**src/rtl/lsu_mem_ctrl.sv**
```systemverilog
// Load/store sequencer between the control FSM and a word-wide, big-endian data memory.
// Sub-word stores do a read-modify-write. Loads return a sign- or zero-extended result.
module lsu_mem_ctrl #(
    parameter logic [5:0] MEM_PHASE = 6'b001000
) (
    input  logic        CLK,
    input  logic        RST_N,
    input  logic        start,
    input  logic        is_store,
    input  logic [1:0]  size,
    input  logic        sign_ext,
    input  logic [31:0] addr,
    input  logic [31:0] store_data,
    input  logic [31:0] mem_rdata,
    output logic [31:0] mem_addr,
    output logic [31:0] mem_wdata,
    output logic        mem_dr,
    output logic        mem_dw,
    output logic [5:0]  mem_state,
    output logic [31:0] load_data,
    output logic        busy,
    output logic        done,
    output logic        err
);

    typedef enum logic [2:0] {IDLE, RD, CAP, WR, FIN} state_t;

    state_t      state;
    logic        st_q;
    logic [1:0]  size_q;
    logic        sext_q;
    logic [31:0] addr_q;
    logic [15:0] sdata_q;

    function automatic logic misaligned(input logic [1:0] sz, input logic [1:0] a);
        return (sz == 2'b11) || (sz == 2'b01 && a[0]) || (sz == 2'b10 && a != 2'b00);
    endfunction

    // Byte offset 0 is the most significant byte of the word.
    function automatic logic [31:0] extract(input logic [31:0] w, input logic [1:0] sz,
                                            input logic [1:0] a, input logic sx);
        logic signed [7:0]  b;
        logic signed [15:0] h;
        logic signed [31:0] ext;
        case (a)
            2'd0:    b = w[31:24];
            2'd1:    b = w[23:16];
            2'd2:    b = w[15:8];
            default: b = w[7:0];
        endcase
        h = a[1] ? w[15:0] : w[31:16];
        case (sz)
            2'b00: begin
                ext = b;
                return sx ? ext : {24'b0, b};
            end
            2'b01: begin
                ext = h;
                return sx ? ext : {16'b0, h};
            end
            default: return w;
        endcase
    endfunction

    function automatic logic [31:0] merge(input logic [31:0] w, input logic [1:0] sz,
                                          input logic [1:0] a, input logic [15:0] sd);
        logic [31:0] m;
        m = w;
        if (sz == 2'b00) begin
            case (a)
                2'd0:    m[31:24] = sd[7:0];
                2'd1:    m[23:16] = sd[7:0];
                2'd2:    m[15:8]  = sd[7:0];
                default: m[7:0]   = sd[7:0];
            endcase
        end else if (a[1]) begin
            m[15:0] = sd;
        end else begin
            m[31:16] = sd;
        end
        return m;
    endfunction

    always_ff @(posedge CLK or negedge RST_N) begin
        if (!RST_N) begin
            state     <= IDLE;
            st_q      <= 1'b0;
            size_q    <= 2'b00;
            sext_q    <= 1'b0;
            addr_q    <= 32'b0;
            sdata_q   <= 16'b0;
            mem_addr  <= 32'b0;
            mem_wdata <= 32'b0;
            mem_dr    <= 1'b0;
            mem_dw    <= 1'b0;
            mem_state <= 6'b0;
            load_data <= 32'b0;
            busy      <= 1'b0;
            done      <= 1'b0;
            err       <= 1'b0;
        end else begin
            // Strobes and pulses last one cycle unless a transition re-asserts them.
            mem_dr    <= 1'b0;
            mem_dw    <= 1'b0;
            mem_state <= 6'b0;
            mem_addr  <= 32'b0;
            mem_wdata <= 32'b0;
            done      <= 1'b0;
            err       <= 1'b0;
            case (state)
                IDLE: begin
                    if (start) begin
                        st_q    <= is_store;
                        size_q  <= size;
                        sext_q  <= sign_ext;
                        addr_q  <= addr;
                        sdata_q <= store_data[15:0];
                        busy    <= 1'b1;
                        if (misaligned(size, addr[1:0])) begin
                            state <= FIN;
                            done  <= 1'b1;
                            err   <= 1'b1;
                        end else if (is_store && size == 2'b10) begin
                            state     <= WR;
                            mem_dw    <= 1'b1;
                            mem_state <= MEM_PHASE;
                            mem_addr  <= {addr[31:2], 2'b00};
                            mem_wdata <= store_data;
                        end else begin
                            state     <= RD;
                            mem_dr    <= 1'b1;
                            mem_state <= MEM_PHASE;
                            mem_addr  <= {addr[31:2], 2'b00};
                        end
                    end
                end
                RD: state <= CAP;
                CAP: begin
                    if (st_q) begin
                        state     <= WR;
                        mem_dw    <= 1'b1;
                        mem_state <= MEM_PHASE;
                        mem_addr  <= {addr_q[31:2], 2'b00};
                        mem_wdata <= merge(mem_rdata, size_q, addr_q[1:0], sdata_q);
                    end else begin
                        state     <= FIN;
                        done      <= 1'b1;
                        load_data <= extract(mem_rdata, size_q, addr_q[1:0], sext_q);
                    end
                end
                WR: begin
                    state <= FIN;
                    done  <= 1'b1;
                end
                default: begin
                    state <= IDLE;
                    busy  <= 1'b0;
                end
            endcase
        end
    end

endmodule

```
**config.mk**
```make
export PLATFORM = sky130hd
export DESIGN_NAME = lsu_mem_ctrl
export DESIGN_NICKNAME = d
export VERILOG_FILES = /design/src/rtl/lsu_mem_ctrl.sv
export SDC_FILE = /design/constraint.sdc
export NUM_CORES = 1
export LEC_CHECK = 0
export BUFFER_PORTS_ARGS = -buffer_cell sky130_fd_sc_hd__buf_2
export CORE_ASPECT_RATIO = 0.8
export CORE_UTILIZATION = 50
export CTS_BUF_LIST = sky130_fd_sc_hd__clkbuf_2
export DETAILED_ROUTE_END_ITERATION = 10
export PLACE_DENSITY = 0.87
export SYNTH_ARGS = -nofsm -noshare
export SYNTH_HDL_FRONTEND = slang
export SYNTH_SLANG_ARGS = --single-unit
```
**constraint.sdc**
```tcl
create_clock -name CLK -period 3.8 [get_ports CLK]
set_clock_uncertainty 0.15 [all_clocks]
set_input_delay 0.38 -clock CLK [delete_from_list [all_inputs] [get_ports CLK]]
set_output_delay 0.38 -clock CLK [all_outputs]
set_load 0.01 [all_outputs]
```
After elaboration in Yosys (flattened, before gate mapping)
Index checks and enable logic that the tools add are counted.
- RAM bits: 0
- bits in latches: 0
- memory bits (read-only): 0
- bits in registers: 162
- logic and storage cells: 87
- memories kept: 0
- $mul: 0
- reduce and logical (&&, ||, !) cells: 14
- bitwise logic cells: 2
- divide/modulo/power cells: 0
- shifts and indexed selects: 0
- add/sub/neg operators: 0
- mux-type cells: 46
- equal/unequal tests: 10
- magnitude comparators: 0
- operators with widths (cell ; number):
    two-way mux 32 bit ; 10
    one-hot mux 32 bit (2 select lines) ; 3
    two-way mux 16 bit ; 3
    two-way mux 8 bit ; 4
    one-hot mux 8 bit (3 select lines) ; 1
    two-way mux 1 bit ; 13
    two-way mux 4 bit ; 3
    one-hot mux 3 bit (4 select lines) ; 1
    two-way mux 3 bit ; 3
    one-hot mux 4 bit (2 select lines) ; 1
    == test 2 x 1 -> 1 bit (second input constant) ; 3
    == test 2 bit (second input constant) ; 3
    == test 3 x 2 -> 1 bit (second input constant) ; 2
    AND reduction 2 bit ; 3
    OR reduction 3 bit ; 2
    zero test 2 bit ; 2
    one-hot mux 1 bit (2 select lines) ; 2
    == test 3 x 1 -> 1 bit (second input constant) ; 1
    logical AND 1 bit ; 3
    zero test 3 bit ; 1
    one-hot mux 1 bit (3 select lines) ; 1
    logical OR 1 bit ; 2
    two-way mux 2 bit ; 1
    inequality test 2 bit (second input constant) ; 1
    2 further kinds ; 3

Longest topological paths before layout
Gate-level depths: netlist (run 1).
- depth in word-level cells: 7
- mapped depth: 7
- gate-level depth less buffers: 4

Worst setup path before layout (run 1)
OpenSTA, ideal clock, no wires.
- path kind: register to register
- from: register state[0]
- to: register load_data[31]
- setup time: 0.074 ns
- cell stages (with the launch flop): 7
- slack: 1.973 ns
- arrival time: 1.603 ns
- data required time: 3.576 ns
- cell sequence: dfrtp_1 or4b_1 buf_2 a2111oi_4 o21ai_2 buf_6 o21ai_2
- word-level cells in the longest chain between the ends: 2
- ends and longest elaborated chain (item ; line ; source):
    start: declaration ; 28 ; state_t state;
    start signal: assignment ; 86 ; state <= IDLE;
    start signal: assignment ; 120 ; state <= FIN;
    start signal: assignment ; 124 ; state <= WR;
    == test 3 x 2 -> 1 bit ; 110 ; case (state)
    AND reduction 2 bit (no source line) ; - ;
    end signal: assignment ; 148 ; load_data <= extract(mem_rdata, size_q, addr_q[1:0], sext_q);
    end: declaration ; 20 ; output logic [31:0] load_data,
Every way passes these cells.
A chain may end at the register's enable or synchronous reset.

Worst setup path after layout (run 1)
- from: register size_q[0]
- to: register mem_wdata[22]
- word-level cells in the longest chain between the ends: 4
- ends and longest elaborated chain (item ; line ; source):
    start: declaration ; 30 ; logic [1:0] size_q;
    start signal: assignment ; 114 ; size_q <= size;
    zero test 2 bit ; - ;
    two-way mux 32 bit ; 69 ; if (sz == 2'b00) begin
    two-way mux 32 bit ; 139 ; if (st_q) begin
    one-hot mux 32 bit (2 select lines) ; 110 ;
    end signal: assignment ; 128 ; mem_wdata <= store_data;
    end signal: assignment ; 144 ; mem_wdata <= merge(mem_rdata, size_q, addr_q[1:0], sdata_q);
    end: declaration ; 16 ; output logic [31:0] mem_wdata,
Every way passes these cells.

==> results of run 1 <==
==> routing by layer <==
| metal | part of all wire [%] | routed length, um | global-route usage (%) |
|---|---|---|---|
| met5 | 0 | 0 | 0 |
| met4 | 3.3 | 757 | 12.3 |
| met3 | 12 | 2720 | 9.04 |
| met2 | 46 | 10500 | 49.4 |
| met1 | 39 | 8800 | 42.4 |
==> registers in the layout (all words and copies together), names as in the netlist <==
| register | count |
|---|---|
| load_data | 32 |
| st_q | 1 |
| mem_dr | 1 |
| busy | 1 |
| done | 1 |
| sext_q | 1 |
| mem_wdata | 32 |
| mem_state | 1 |
| err | 1 |
| addr_q | 32 |
| size_q | 2 |
| state | 3 |
| mem_addr | 30 |
| sdata_q | 16 |
| mem_dw | 1 |
==> cell families (layout without fill, tap and decap cells) <==
family / after synthesis / in the layout / synth area share, %
other: 1 / 7 / 0.0539
muxes: 19 / 19 / 2.91
DFF: 155 / 155 / 55.7
AOI/OAI and AO/OA: 193 / 193 / 20.9
and+or+nand+nor: 260 / 260 / 15.9
buffers and inverters: 71 / 374 / 4.58
==> cell type report <==
cell class	instances	area share, %
clock buffer	19	0.999
inverter	9	0.355
tap	180	2.37
timing repair buffer	333	24.3
clock inverter	13	1.58
sequential	155	40.8
multi-input combinational	479	29.6
==> critical path: cells and delay by family (launching register included) <==
family / cells / cell delay [ns]
and+or+nand+nor: 2 / 0.78
DFF: 1 / 1.03
buffers and inverters: 1 / 0.60
AOI/OAI and AO/OA: 1 / 0.12
muxes: 1 / 0.41
==> path summary, 6_finish.rpt <==
check,startpoint,endpoint,slack [ns]
min in group CLK,addr[21],addr_q[21],0.25
setup / recovery,size_q[0],mem_wdata[22],0.63
hold reg to reg,sdata_q[11],sdata_q[11],0.35
max in group asynchronous,RST_N,mem_addr[17],2.51
hold / removal,RST_N,load_data[27],0.15
setup reg to reg,size_q[0],mem_wdata[22],0.63
==> repair_timing <==
action / in CTS / in global routing
hold buffers: 120 / 0
endpoints found under the setup margin: 0 / 0
hold endpoints to repair: 248 / 0
buffers inserted: 0 / 0
==> power by group through the flow <==
| stage | combinational, mW | clock (mW) | sequential (mW) |
|---|---|---|---|
| after detailed placement | 2.65 | 0 | 2.72 |
| final | 2.90 | 0.957 | 2.73 |
| after CTS | 2.78 | 0.971 | 2.69 |
| after floorplan | 1.74 | 0 | 2.70 |
| after global placement | 2.56 | 0 | 2.71 |
| after global routing | 3.14 | 1.03 | 2.78 |
==> through the flow <==
step / power, mW / std cells
after floorplan: 4.44 / 705
after CTS: 6.44 / 1188
after detailed placement: 5.37 / 1036
after global routing: 6.94 / 1188
after global placement: 5.27 / 1036
final: 6.58 / 1188
==> layout by cell type (no fill, tap or decap), drive strengths merged, types with 9 or more instances in the layout <==
cell type	n
buf	213
nand2	178
dfrtp	155
dlygate4sd3	120
o21ai	50
nor2	43
a32o	39
a21oi	34
o2bb2ai	24
clkbuf	19
nand2b	18
mux2i	18
inv	10
o22ai	9
==> flow_summary.toml, run 1 <==
[detailed_routing]
wire_per_inst_um = 19.1
drt_iter0_drc = 938
vias_per_cell = 5.84
post-route-drc-count = 0
vias = 6934
finalWirelength_um = 22700
firstDrtPassIters = 6
ant_nets = 0

[place]
port_buffers = 202
dp_slack_ns = 1.40
hpwl_um = 13600
placedInstanceArea_mm2 = 0.00807
routabilityCongestion = 0.914

[cells_and_area]
multiInputGateArea_mm2 = 0.00282
insertedDiodeCount = 0
fin_area_mm2 = 0.00952
drive_above_1_share_pct = 26.5
final_nets = 1098
final_core_util_pct = 70.2
syn_to_final_growth_pct = 36.7
fill_cells = 966
regArea_mm2 = 0.00388

[global_route]
grt-ovfl-total = 0
grt_pass1_vias = 6712
grt_pass1_wl_um = 34900
grt_start_max_net_pins = 96
antenna_found_initial = 0
grtUsageTotal_pct = 31.9

[power]
p_sw_mw = 2.84
p_leak_nw = 4.85
switching_share_pct = 43.2
p_seq_share_pct = 41.4
peakVddDrop_mv = 0.379
p_int_mw = 3.74
power_per_cell_area_mw_per_mm2 = 691
p_comb_share_pct = 44.0
p_clk_share_pct = 14.5

[sta]
relSlewSlack_pct = 22.9
worstMarginPinSlew_ns = 1.16
fmax_ghz = 0.315
hold_viol = 0
setup_viol = 0
grt_setup_unrepaired = "no"
min_period_ns = 3.17
setup_tns_ns = 0
final_max_slew_viol_count = 0
hold_ws_ns = 0.149
fin_ws_ns = 0.630
period_share_pct = 83.4

[worst_setup_path]
critPathMaxStageDelay_ns = 1.03
cp_slowest_cell = "dfrtp_1"
required_ns = 4.26
crit_type = "flip-flop to flip-flop"
cp_data_arrival_time_ns = 3.63
startpoint_type = "flip-flop"
path_cells = "nor3_1 -> nor2_2 -> mux2i_1 -> o2bb2ai_1 -> dlygate4sd3_1"
critPathMaxFanout = 30
r2r_cells = 5
critPathCaptureType = "flip-flop"

[logic_synthesis]
syn_avg_cell_area_um2 = 9.96
synth-edff-count = 0
netlist_top_cells_count = "nand2_1 (178), dfrtp_1 (155), nor2_1 (42), a32o_1 (39), o21ai_0 (37)"
synthArstFlopShare_pct = 100
yosys-top-cells-area = "dfrtp_1 (56%), nand2_1 (9.6%), a32o_1 (5.6%)"
ys_ff_latch = 155
yosysWarnings = 0
syn-cell-area_mm2 = 0.00696
seq_area_frac_synth_pct = 55.7
synth_top_area_share_pct = 55.7
yosysMostFrequentCell = "nand2_1"
synthCells = 699
synth_flop_cell = "dfrtp_1"
yosysTopAreaCell = "dfrtp_1"
ys_types = 43

[clock_tree]
cts.sinks = 155
clk_latency_ns = 0.70
cts_tree = "built"
htreeDepth = 4
clkTransAtPathRegs_ns = 0.22
cts_made_buffers = 17
post_cts_resized = 0
clock_path_buffers = 2
cts-root-buf = "clkbuf_2"

[floorplanning]
die_x_um = 134
rows = 38
pin_count = 210
die-height_um = 108
dieArea_mm2 = 0.0144
start_util_pct = 51.4
design.core.area_mm2 = 0.0136

[outcome]
status = "finished, final reports clean"

[min_path]
hold_path.class = "primary input to async pin"

[run]
cap_violations = 0
No activity file was read; power rests on OpenSTA's default activity.
==> run 2, diff against run 1 <==
CORE_UTILIZATION = 48   (was 50)
clock period = 2.65 ns   (was 3.8 ns; I/O delays follow)
==> run 2 against run 1 <==
  * Setup slack worse by 0.54 ns
  * Largest cell class unchanged
  * Global-route usage increased by 0.21 points
  * Critical path type unchanged
  * Routed wire length grew 2.0%
  * Clock power grew 23%
  * Final area grew 4.0%
  * Maximum frequency is 24% higher
  * Count of clock-buffer cells in the layout is 2 lower
  * Core utilization increased by 1.3 points
  * Final cell count is 3.5% higher
  * Sequential power rose by 41%
  * Via count grew 1.5%
  * Total power rose by 47%
  * Critical endpoint is now sdata_q[5]
==> flow_summary.toml, run 2 (synthesis gave the netlist of run 1 again) <==
[clock_tree]
postCtsSetupBuffers = 0
htreeDepth = 4
cts.sinks = 155
clk_latency_ns = 0.74
cts-root-buf = "clkbuf_2"
clkTransAtPathRegs_ns = 0.25
clock_path_buffers = 2
cts_made_buffers = 17
cts_tree = "built"

[worst_setup_path]
startpoint_type = "flip-flop"
required_ns = 3.19
cp_data_arrival_time_ns = 3.11
crit_type = "flip-flop to flip-flop"
critPathCaptureType = "flip-flop"
r2r_setup_slack_ns = 0.09
reg2reg_to = "sdata_q[5]"
r2r_cells = 6
timing.rr.start = "state[0]"
critPathMaxFanout = 29

[global_route]
antenna_found_initial = 0
grtUsageTotal_pct = 32.1
grt_pass1_vias = 6776
grt_start_max_net_pins = 59
grt-ovfl-total = 0
grt_pass1_wl_um = 35800

[cells_and_area]
mostFrequentLayoutCells = "buf_2 (201), nand2_1 (178), dfrtp_1 (155)"
top_regs = "addr_q x32, load_data x32, mem_wdata x32"
final_common_cell = "buf_2"
drive_above_1_share_pct = 26.4
fin_area_mm2 = 0.00990
insertedDiodeCount = 0
syn_to_final_growth_pct = 42.2
final_nets = 1139
final_cells = 1229

[floorplanning]
die_x_um = 137
design.core.area_mm2 = 0.0138
die-height_um = 110
rows = 38
start_util_pct = 50.3
pin_count = 210
dieArea_mm2 = 0.0150

[detailed_routing]
vias = 7038
drt_iter0_drc = 811
post-route-drc-count = 0
finalWirelength_um = 23200
firstDrtPassIters = 7
ant_nets = 0
vias_per_cell = 5.73
wire_per_inst_um = 18.9

[sta]
hold_viol = 0
setup_viol = 0
relSlewSlack_pct = 38.4
min_period_ns = 2.56
fmax_ghz = 0.390
period_share_pct = 96.8
final_max_slew_viol_count = 0
grt_setup_unrepaired = "no"
setup_tns_ns = 0
worstMarginPinSlew_ns = 0.924

[run]
cap_violations = 0

[min_path]
hp-start = "store_data[28]"
whs_path_depth = 3
hold_path.class = "primary input to flip-flop"
whs_endpoint = "mem_wdata[28]"

[power]
p_leak_nw = 4.98
power_per_cell_area_mw_per_mm2 = 979
peakVddDrop_mv = 0.443

[place]
dp_cells = 1045
port_buffers = 202
placedInstanceArea_mm2 = 0.00815
hpwl_um = 14100
routabilityCongestion = 0.974

[outcome]
status = "finished, final reports clean"
run 2: power breakdown:
part / leakage, nW / switching [mW] / internal [mW]
sequential: 1.98 / 0.645 / 3.20
combinational: 2.88 / 2.65 / 2.02
clock: 0.114 / 0.925 / 0.257
total: 4.98 / 4.22 / 5.48
run 2: how the worst max path moves through the flow:
| stage | start | endpoint | cells past startpoint |
|---|---|---|---|
| detailed placement | addr_q[0] | load_data[19] | 3 |
| floorplan | state[0] | load_data[31] | 6 |
| global placement | addr_q[0] | load_data[18] | 3 |
| finish | state[0] | sdata_q[5] | 6 |
| CTS | state[0] | sdata_q[5] | 6 |
| global route | state[0] | sdata_q[5] | 6 |
run 2: final cells by class:
cell class,instances,area (um^2)
fillers,1015,3940
multi-input cells,479,2830
repair buffers,374,2740
inverters,9,33.8
flip-flops and latches,155,3880
clock inverters,15,113
well taps,180,225
clock buffers,17,85.1
run 2: timing repair:
action	in CTS	in global routing
gates resized for setup	0	3
endpoints found under the hold margin	308	0
setup endpoints to repair	0	7
hold buffers	152	0
run 2: metal layers:
layer	vias to the layer above	GRT usage (%)	share of wire, %
met5	-	0	0
met3	70	9.22	9.9
met2	410	51.3	47
met1	3425	41.9	41
met4	0	11.0	2.7
li1	3133	-	-
run 2: worst max-delay path, stage by stage (launching register included):
cell	delay [ns]
dfrtp_1	0.52
nor4b_4	0.41
buf_8	0.25
nand2_1	0.08
dlygate4sd3_1	0.55
nand2_1	0.05
dlygate4sd3_1	0.53
run 2: through the flow:
| step | setup WS (ns) | util, % | hold slack (ns) | total power [mW] |
|---|---|---|---|---|
| 2_1_floorplan | 0.823 | - | -0.181 | 6.37 |
| 3_3_place_gp | 0.405 | 58.9 | 0.129 | 7.68 |
| 3_5_place_dp | 0.295 | 58.9 | 0.128 | 7.81 |
| 4_1_cts | 0.0227 | 71.5 | 0.0665 | 9.51 |
| 5_1_grt | 0.0170 | 71.6 | 0.0332 | 10.3 |
| 6_report | 0.0858 | 71.6 | 0.122 | 9.70 |
==> run 3, diff against run 2 <==
==> constraint.sdc (replaced) <==
create_clock -name CLK -period 2.65 [get_ports CLK]
set_clock_uncertainty 0.15 [all_clocks]
set_input_delay 0.3975 -clock CLK [delete_from_list [all_inputs] [get_ports CLK]]
set_output_delay 0.3975 -clock CLK [all_outputs]
set_load 0.01 [all_outputs]
==> run 3 against run 2 <==
  * Total power rose by 1.2%
  * Setup slack improved by 0.018 ns
  * Worst hold slack got worse by 0.078 ns
  * Die area did not move
  * Sequential share of layout area rose by 1.2 points
  * Maximum frequency rose by 0.70%
  * Final area fell by 2.9%
  * Sequential power barely moved
  * First-iteration DRC count fell by 1.4%
  * Clock power rose by 43%
==> flow_summary.toml, run 3 (synthesis gave the netlist of run 1 again) <==
[clock_tree]
cts_tree = "built"
htreeDepth = 4
clk_latency_ns = 0.70
cts_made_buffers = 17
clkTransAtPathRegs_ns = 0.25
cts.sinks = 155
cts-root-buf = "clkbuf_2"
postCtsSetupBuffers = 0
clock_path_buffers = 2

[detailed_routing]
post-route-drc-count = 0
ant_nets = 0
drt_iter0_drc = 800
wl_met2_um = 10500
wl_met3_um = 2420
vias = 6801
firstDrtPassIters = 8
vias_per_cell = 5.73
top_layer = "met4"
wire_per_inst_um = 19.1
finalWirelength_um = 22700
met1_length_um = 8990

[sta]
setup_tns_ns = 0
fmax_ghz = 0.393
hold_ws_ns = 0.0431
period_share_pct = 96.1
min_period_ns = 2.55
hold_viol = 0
setup_viol = 0
worstMarginPinSlew_ns = 0.909
fin_ws_ns = 0.104
final_max_slew_viol_count = 0
grt_setup_unrepaired = "no"
relSlewSlack_pct = 39.4

[cells_and_area]
final_nets = 1096
drive_above_1_share_pct = 27.5
top_regs = "addr_q x32, load_data x32, mem_wdata x32"
insertedDiodeCount = 0
syn_to_final_growth_pct = 38.1
final_common_cell = "buf_2"
final_core_util_pct = 69.5
fill_cells = 1017
fin_area_mm2 = 0.00962
final_cells = 1186
mostFrequentLayoutCells = "buf_2 (201), nand2_1 (178), dfrtp_1 (154)"

[power]
peakVddDrop_mv = 0.569
p_leak_nw = 4.87
total_power_mw = 9.82
power_per_cell_area_mw_per_mm2 = 1020

[worst_setup_path]
required_ns = 3.09
critPathMaxFanout = 18
cp_data_arrival_time_ns = 2.99
crit_type = "flip-flop to flip-flop"
critPathCaptureType = "flip-flop"
startpoint_type = "flip-flop"

[floorplanning]
rows = 38
die-height_um = 110
die_x_um = 137
start_util_pct = 50.3
design.core.area_mm2 = 0.0138
pin_count = 210
dieArea_mm2 = 0.0150

[outcome]
status = "finished, final reports clean"

[global_route]
grt_pass1_wl_um = 34600
grt-ovfl-total = 0
grt_pass1_vias = 6540
grt_start_max_net_pins = 86
grtUsageTotal_pct = 31.1
antenna_found_initial = 0

[place]
routabilityCongestion = 0.942
hpwl_um = 14000
dp_slack_ns = 0.312
placedInstanceArea_mm2 = 0.00816
dp_cells = 1043
port_buffers = 202

[min_path]
hold_path.class = "primary input to async pin"

[run]
cap_violations = 0
## run 3: changes by cell type in the layout (fill, tap and decap cells not counted), moves of 2 or more
cell and change:
buf_12 +2, buf_4 -3, bufinv_16 +6, clkinv_1 -2, clkinvlp_4 -2, dlygate4sd3_1 -40, inv_6 -4
## run 3: final timing paths
path                            startpoint             to  slack, ns  cells past startpoint
worst min register to register   addr_q[2]      addr_q[2]       0.36                      2
worst max register to register   size_q[0]  mem_wdata[13]       0.10                      5
worst min-delay path                 RST_N  load_data[23]       0.04                      2
max in group asynchronous            RST_N   mem_wdata[5]       1.59                      3
min in group CLK                  addr[23]     addr_q[23]       0.28                      4
worst max-delay path             size_q[0]  mem_wdata[13]       0.10                      5
## run 3: per-layer routing
layer	track usage [%]	up-vias
met5	0	-
met4	13.2	0
met3	9.13	90
met2	49.0	442
met1	40.0	3229
li1	-	3040
## run 3: final cells by class
cell class / count / area [um^2] / area share [%]
timing repair buffer: 331 / 2310 / 24.1
sequential: 155 / 3880 / 40.3
clock inverter: 14 / 240 / 2.50
tap: 180 / 225 / 2.34
inverter: 9 / 33.8 / 0.351
multi-input combinational: 479 / 2830 / 29.5
clock buffer: 18 / 90.1 / 0.937
## run 3: power by group
part           internal (mW)  total, mW  switching [mW]
Combinational           1.69       4.29            2.60
Clock                  0.817       1.69           0.874
Sequential              3.21       3.83           0.625
## run 3: worst max-delay path: stages, from the launching register on
cell and delay, ns:
dfrtp_1 0.58, or2_2 0.51, o21ai_4 0.32, nand2b_1 0.09, a32o_1 0.26, dlygate4sd3_1 0.56
## run 3: what timing repair did
item,CTS,global route
endpoints found under the setup margin,0,4
endpoints found under the hold margin,303,0
hold buffers,111,0
gates resized for setup,0,3
